<file path="config.mk">
export PLATFORM = sky130hd
export DESIGN_NAME = uop_dispatch_queue
export DESIGN_NICKNAME = d
export VERILOG_FILES = /design/src/rtl/uop_dispatch_queue.sv
export SDC_FILE = /design/constraint.sdc
export NUM_CORES = 1
export LEC_CHECK = 0
export ABC_AREA = 1
export BUFFER_PORTS_ARGS = -buffer_cell sky130_fd_sc_hd__buf_2
export CAP_MARGIN = 20
export CORE_AREA = 10 10 327 329
export CTS_BUF_LIST = sky130_fd_sc_hd__clkbuf_8
export DETAILED_ROUTE_END_ITERATION = 8
export DIE_AREA = 0 0 337 339
export PLACE_DENSITY = 0.44
export SLEW_MARGIN = 20
export SYNTH_ARGS = -nofsm -noshare
export SYNTH_HDL_FRONTEND = slang
export SYNTH_SLANG_ARGS = --single-unit
export TNS_END_PERCENT = 1
</file>
<file path="constraint.sdc">
create_clock -name clk_i -period 8.18 [get_ports clk_i]
set_clock_uncertainty 0.1 [all_clocks]
set_input_delay 2.454 -clock clk_i [delete_from_list [all_inputs] [get_ports clk_i]]
set_output_delay 2.454 -clock clk_i [all_outputs]
set_load 0.02 [all_outputs]
</file>
<file path="src/rtl/uop_dispatch_queue.sv">
// In-order dispatch queue between decode and the functional-unit lanes, with flush and CSR/fence serialization.
// Optional perf counters are built when UOP_DISPATCH_PERF_EN is defined; otherwise the perf outputs read zero.

package decode_pkg;

  typedef enum logic [2:0] {
    FU_NONE   = 3'd0,
    FU_ALU    = 3'd1,
    FU_BRANCH = 3'd2,
    FU_LSU    = 3'd3,
    FU_MUL    = 3'd4,
    FU_DIV    = 3'd5,
    FU_CSR    = 3'd6
  } fu_e;

  typedef struct packed {
    logic [31:0] pc;
    logic [31:0] imm;
    logic [4:0]  rd;
    logic [4:0]  rs1;
    logic [4:0]  rs2;
    fu_e         fu;
    logic        is_csr;
    logic        is_fence;
    logic        is_ecall;
    logic        is_ebreak;
    logic        is_mret;
    logic        illegal;
  } uop_t;

endpackage

module uop_dispatch_queue
  import decode_pkg::*;
#(
  parameter int DEPTH  = 8,
  parameter int CNT_W  = $clog2(DEPTH + 1),
  parameter int PERF_W = 32
) (
  input  logic              clk_i,
  input  logic              rst_i,
  input  logic              flush_i,
  input  logic              in_valid_i,
  output logic              in_ready_o,
  input  uop_t              in_uop_i,
  output logic [6:0]        issue_valid_o,
  input  logic [6:0]        issue_ready_i,
  output uop_t              issue_uop_o,
  input  logic              backend_idle_i,
  output logic [CNT_W-1:0]  count_o,
  output logic [PERF_W-1:0] perf_full_stall_o,
  output logic [PERF_W-1:0] perf_serial_stall_o
);

  localparam int               PTR_W   = $clog2(DEPTH);
  localparam int               NLANE   = 7;
  localparam logic [CNT_W-1:0] DEPTH_C = CNT_W'(DEPTH);

  // Lane and serial flag are resolved once at enqueue so the issue path stays shallow.
  typedef struct packed {
    uop_t       uop;
    logic [2:0] lane;
    logic       serial;
  } entry_t;

  typedef enum logic [1:0] {
    ST_RUN,
    ST_DRAIN,
    ST_SERIAL_WAIT
  } state_e;

  entry_t           mem_q [DEPTH];
  entry_t           mem_d [DEPTH];
  logic [PTR_W-1:0] head_q, head_d;
  logic [PTR_W-1:0] tail_q, tail_d;
  logic [CNT_W-1:0] count_q, count_d;
  state_e           state_q, state_d;

  entry_t           in_entry;
  entry_t           head_entry;
  logic [2:0]       fu_raw;
  logic             empty;
  logic             enq;
  logic             iss;
  logic             head_go;
  logic [NLANE-1:0] issue_valid;

  always_comb begin
    fu_raw          = in_uop_i.fu;
    in_entry.uop    = in_uop_i;
    in_entry.serial = in_uop_i.is_csr | in_uop_i.is_fence | in_uop_i.is_ecall |
                      in_uop_i.is_ebreak | in_uop_i.is_mret | in_uop_i.illegal;
    // Encoding 7 has no lane; it is handled like an illegal uop.
    if (in_uop_i.illegal || fu_raw == 3'd0 || fu_raw == 3'd7) begin
      in_entry.lane = 3'd0;
    end else begin
      in_entry.lane = fu_raw;
    end
  end

  always_comb begin
    empty      = (count_q == '0);
    in_ready_o = (count_q < DEPTH_C);
    head_entry = mem_q[head_q];
    enq        = in_valid_i && in_ready_o && !flush_i;
    head_go    = !flush_i && !empty && (state_q == ST_RUN) &&
                 (!head_entry.serial || backend_idle_i);
    issue_valid = '0;
    if (head_go) begin
      issue_valid = NLANE'(1) << head_entry.lane;
    end
    iss = head_go && issue_ready_i[head_entry.lane];
  end

  assign issue_valid_o = issue_valid;
  assign issue_uop_o   = empty ? '0 : head_entry.uop;
  assign count_o       = count_q;

  always_comb begin
    mem_d = mem_q;
    if (enq) begin
      mem_d[tail_q] = in_entry;
    end
  end

  always_comb begin
    head_d  = head_q;
    tail_d  = tail_q;
    count_d = count_q;
    if (flush_i) begin
      head_d  = '0;
      tail_d  = '0;
      count_d = '0;
    end else begin
      if (enq) begin
        tail_d = tail_q + PTR_W'(1);
      end
      if (iss) begin
        head_d = head_q + PTR_W'(1);
      end
      case ({enq, iss})
        2'b10:   count_d = count_q + CNT_W'(1);
        2'b01:   count_d = count_q - CNT_W'(1);
        default: count_d = count_q;
      endcase
    end
  end

  always_comb begin
    state_d = state_q;
    if (flush_i) begin
      state_d = ST_RUN;
    end else begin
      case (state_q)
        ST_RUN: begin
          if (!empty && head_entry.serial) begin
            if (!backend_idle_i) begin
              state_d = ST_DRAIN;
            end else if (iss) begin
              state_d = ST_SERIAL_WAIT;
            end
          end
        end
        ST_DRAIN: begin
          if (backend_idle_i) begin
            state_d = ST_RUN;
          end
        end
        ST_SERIAL_WAIT: begin
          if (backend_idle_i) begin
            state_d = ST_RUN;
          end
        end
        default: state_d = ST_RUN;
      endcase
    end
  end

  always_ff @(posedge clk_i) begin
    if (rst_i) begin
      head_q  <= '0;
      tail_q  <= '0;
      count_q <= '0;
      state_q <= ST_RUN;
    end else begin
      head_q  <= head_d;
      tail_q  <= tail_d;
      count_q <= count_d;
      state_q <= state_d;
    end
  end

  // Storage carries no reset; occupancy alone decides what is valid.
  always_ff @(posedge clk_i) begin
    mem_q <= mem_d;
  end

`ifdef UOP_DISPATCH_PERF_EN
  logic [PERF_W-1:0] perf_full_q, perf_full_d;
  logic [PERF_W-1:0] perf_serial_q, perf_serial_d;
  logic              full_stall;
  logic              serial_stall;

  always_comb begin
    full_stall    = in_valid_i && !in_ready_o;
    serial_stall  = !empty && ((state_q != ST_RUN) ||
                               (head_entry.serial && !backend_idle_i));
    perf_full_d   = perf_full_q;
    perf_serial_d = perf_serial_q;
    if (full_stall && (perf_full_q != '1)) begin
      perf_full_d = perf_full_q + PERF_W'(1);
    end
    if (serial_stall && (perf_serial_q != '1)) begin
      perf_serial_d = perf_serial_q + PERF_W'(1);
    end
  end

  // Flush deliberately leaves these alone; only reset clears them.
  always_ff @(posedge clk_i) begin
    if (rst_i) begin
      perf_full_q   <= '0;
      perf_serial_q <= '0;
    end else begin
      perf_full_q   <= perf_full_d;
      perf_serial_q <= perf_serial_d;
    end
  end

  assign perf_full_stall_o   = perf_full_q;
  assign perf_serial_stall_o = perf_serial_q;
`else
  assign perf_full_stall_o   = '0;
  assign perf_serial_stall_o = '0;
`endif

endmodule
</file>
After elaboration in Yosys (flattened, before gate mapping):

Cells that the tools add are included.

* bits in registers: 748
* output and inout bits: 164
* word-level logic and storage cells: 179
* input bits: 100

* add/subtract/negate cells: 4
* eq/ne operators: 8
* order comparisons: 5
* muxes and demuxes: 17
* shifts and indexed selects: 1
* reduce and logical (&&, ||, !) cells: 21
* bitwise gates (word level): 7

Operator list (count)
* $bwmux W736: 1
* $bmux W92 S3: 1
* $demux W92 S3: 1
* $mux W92: 3
* $mux W88: 1
* $ge A4 B4 Y1 const B: 2
* $logic_and A1 B1 Y1: 8
* $mux W2: 4
* $not A3 Y4: 2
* $pmux W4 S2: 1
* $mux W7: 1
* $shl A1 B3 Y7 const A: 1
* $add A3 B1 Y3 const B: 2
* $or A1 B1 Y1: 5
* $add A4 B1 Y4 const B: 1
* $eq A2 B1 Y1 const B: 2
* $eq A2 B2 Y1 const B: 2
* $logic_not A4 Y1: 1
* $lt A3 B4 Y1 const B: 1
* $lt A4 B1 Y1 const B: 1
* $lt A4 B4 Y1 const B: 1
* $ne A2 B1 Y1 const B: 2
* $pmux W2 S2: 1
* $reduce_or A2 Y1: 2
* 12 further kinds: 16

Logic depth before layout (Yosys ltp):

* depth after elaboration: 12
* depth in mapped cells: 21
* gate-level depth less buffers: 20

Worst setup path after synthesis:

Ideal clock, no wire load.

* kind: input to register
* start point: input port flush_i
* end point: register mem_q[100] (netlist bit) (enable)
* stages on the path: 5
* data required time: 7.537 ns
* buffers on the path: 0
* library setup time: 0.543 ns
* arrival time: 6.706 ns
* path slack: 0.831 ns
* cell sequence: inv_1 > nand3_1 > inv_1 > nand2_1 > nor2_1

* longest elaborated chain between the ends: 2

RTL lines
* from (decl): RTL line 42 `input logic flush_i,`
* $logic_not A1 Y1: RTL line 105 `enq = in_valid_i && in_ready_o && !flush_i;`
* $logic_and A1 B1 Y1: RTL line 105
* to (signal assigned): RTL line 195 `mem_q <= mem_d;`
* to (decl): RTL line 72 `entry_t mem_q [DEPTH];`

Every way passes these cells.
A chain may end at the register's enable or synchronous reset.

==> summary.md <==
| Metric | Value |
|---|---|
| Outcome | `finished clean` |
| TritonCTS Buffers | `132` |
| Max FO, Critical Path | `171` |
| Delay-heaviest family, CP | `buffers and inverters` |
| Nets | `2,643` |
| All-Layer GR Usage | `0.143` |
| Worst Hold Class | `flip-flop to flip-flop` |
| Hpwl dp | `42,500 µm` |
| Vias in the first global route | `19,400` |
| First-pass GRT wire length | `123,000 µm` |
| CP dominant cell by count | `o21ai_0` |
| Antenna violations before repair | `10` |
| Clock-pin slew on the worst setup and hold paths | `60 ps` |
| Wire per inst | `21.3 µm` |
| Max-Cap Viols | `0` |
| Area after DPL | `32,000 µm²` |
| Commonest non-fill, non-tap cell in the layout | `edfxtp_1` |
| Worst-Skew Late Latency | `770 ps` |
| Worst path cell trace | `inv_8, buf_4, o21ai_0, o22ai_1, o21ai_0, a31oi_1, buf_2` |
| Iter 0 DRT Violations | `1,243` |
| Area of the multi-input gates | `6460 µm²` |
| Share of Yosys cell area claimed by the top area cell type | `0.741` |
| H-tree depth | `4` |
| CTS tree | `yes` |
| Setup Fix Bufs, Post-CTS | `0` |
| RSZ-0062 raised after global routing | `no` |
| Top cells by area, synth | `edfxtp_1 (74%), o21ai_0 (7.3%), nor2_1 (7.0%)` |
| Pleak | `11.8 nW` |
| WP buf/inv | `3` |
| Minimum clock period | `6380 ps` |
| Largest net degree at the start of global routing | `172` |
| Chip height | `339 µm` |
| Pre-Repair DR Iteration Count | `5` |
| Tcrit/Tclk final | `0.780` |
| Ports | `264` |
| Critical Path End Type | `primary output` |
| Site row count | `116` |
| Leading area contributor after synthesis | `edfxtp_1` |
| CP arrival | `3830 ps` |
| Final Instance Area | `34,300 µm²` |
| Die width | `337 µm` |
| WHS | `392 ps` |
| Clk sinks | `748` |
| # DRC | `0` |
| Worst path slowest cell | `inv_8` |
| Initial Util | `0.299` |
| Yosys reg bits | `748` |
| Final setup TNS | `0 ps` |
| Fillers | `9,833` |
| Syn_area_per_cell | `12.8 µm²` |
| Max IR drop VDD | `134 µV` |
| Gr ovfl total | `0` |
| Post-synthesis cell area | `29,800 µm²` |
| Final ANT Viol Nets | `0` |
| Slew HR | `0.251` |
| Syn Inst Count | `2,323` |
| Largest stage delay, worst path | `590 ps` |
| Die area | `114,000 µm²` |
| Power Dens Cells | `225 nW/µm²` |
| Synth warn | `0` |
| Core Area | `99,900 µm²` |
| Share of cells above drive strength 1 | `0.158` |
| Count of cell types in the netlist | `30` |
| Max-slew violations | `0` |
| Area Growth Syn to Fin | `14.9%` |
| Actual slew at the worst max-slew pin | `1120 ps` |
| Port Buf Inserts | `199` |
| Fin. Hold Viols | `0` |
| Fmax achieved | `157 MHz` |
| Routed vias/inst | `4.80` |
| Most frequent cells in the layout | `edfxtp_1 (736), nor2_1 (545), o21ai_0 (434)` |
| Final setup fails | `0` |
| Critical Path RT | `5630 ps` |
| Gpl congestion | `0.700` |
| Crit Path Category | `flip-flop to primary output` |
| Root buf cell | `clkbuf_8` |
| WL final | `83,800 µm` |
| CP startpoint kind | `flip-flop` |
| Post-CTS Resized | `0` |
| Sequential area share after synthesis | `0.750` |
| CTS Hold Bufs | `0` |
| Via count | `18,900` |
| Seq. cell area | `22,300 µm²` |
| CTS Buffer Depth | `3` |
-- state kept, by name, summed over array words and instances (netlist names) --
signal and cells:
count_o 4, state_q 2, head_q 3, tail_q 3, mem_q 736
-- Yosys cell counts --
cell      count
conb_1        1
edfxtp_1    736
o21ai_0     434
a22oi_2       1
nand2_2       4
buf_1         3
dfxtp_1      12
nand2_1      68
o21ai_1      15
a211oi_1      4
ha_1          6
nor2_2        2
buf_2        36
nand3_1      23
buf_4        69
nor4_1        2
nand3_2       8
a31oi_1      88
fa_1          1
o22ai_1      88
nor3_1        1
nand3b_1      2
inv_2         6
buf_6         3
a21oi_1      10
xnor2_1       1
clkbuf_1    102
nand2_4       1
nor2_1      553
inv_1        43
-- cells by family after synthesis --
group	count (synthesis)	share of synthesized area
AO/OA/AOI/OAI	640	0.115
XOR/XNOR	1	0.000294
adder cells (fa/ha/maj)	7	0.00319
buffers and inverters	262	0.0439
flip-flops	748	0.750
other	1	0.000126
AND/OR/NAND/NOR	664	0.0875
-- worst register-to-register path: stages, from the launching register on --
cell      delay (ps)
dfxtp_4          740
buf_4            870
nand2_1          160
nand3_1          140
nand3_2          180
nand2_2          220
nand2_1           70
nand2_1           50
nand2_1           60
nand3_2          100
nand2_4          100
ha_1             250
ha_1             330
nand2_1           80
nor2_1            40
a211oi_1         260
nor2_1            70
nor2_1            90
nand2_1           70
o21ai_0          140
a21oi_1           60
-- through the flow --
step                       util  power (W)  worst slack [ps]  cells
after floorplan               -    0.00459               831   2386
after global placement    0.320    0.00475              1990   3699
after detailed placement  0.320    0.00476              1990   3700
after CTS                 0.343    0.00785              1730   3931
after global routing      0.343    0.00806              1440   3935
final                     0.343    0.00772              1800   3937
-- path summary, 6_finish.rpt --
check,end,start,depth (start not counted),slack (ps)
max,issue_uop_o[57],head_q[0],7,1800
min,tail_q[0],tail_q[0],2,390
max reg2reg,count_o[3],head_q[0],20,3900
min reg2reg,tail_q[0],tail_q[0],2,390
-- layer usage --
layer,vias to the layer above,part of all wire,track usage
li1,8797,-,-
met1,9457,0.44,0.179
met2,489,0.48,0.236
met3,164,0.055,0.0360
met4,6,0.027,0.0518
met5,-,0.00041,0
-- where the power goes --
part | switching (W) | internal [W] | total (W)
logic | 0.000315 | 0.000106 | 0.000421
registers | 0.0000102 | 0.00424 | 0.00425
clock network | 0.00151 | 0.00154 | 0.00305
total | 0.00183 | 0.00589 | 0.00772
-- area by class of cell --
cell class | instances | area share
diodes | 6 | 0.000438
clock buffers | 136 | 0.0546
clock inverters | 95 | 0.0121
inverters | 49 | 0.00595
multi-input cells | 1376 | 0.189
flip-flops and latches | 748 | 0.652
well taps | 1298 | 0.0474
repair buffers | 229 | 0.0386
Power figures use the tool's default switching activity.
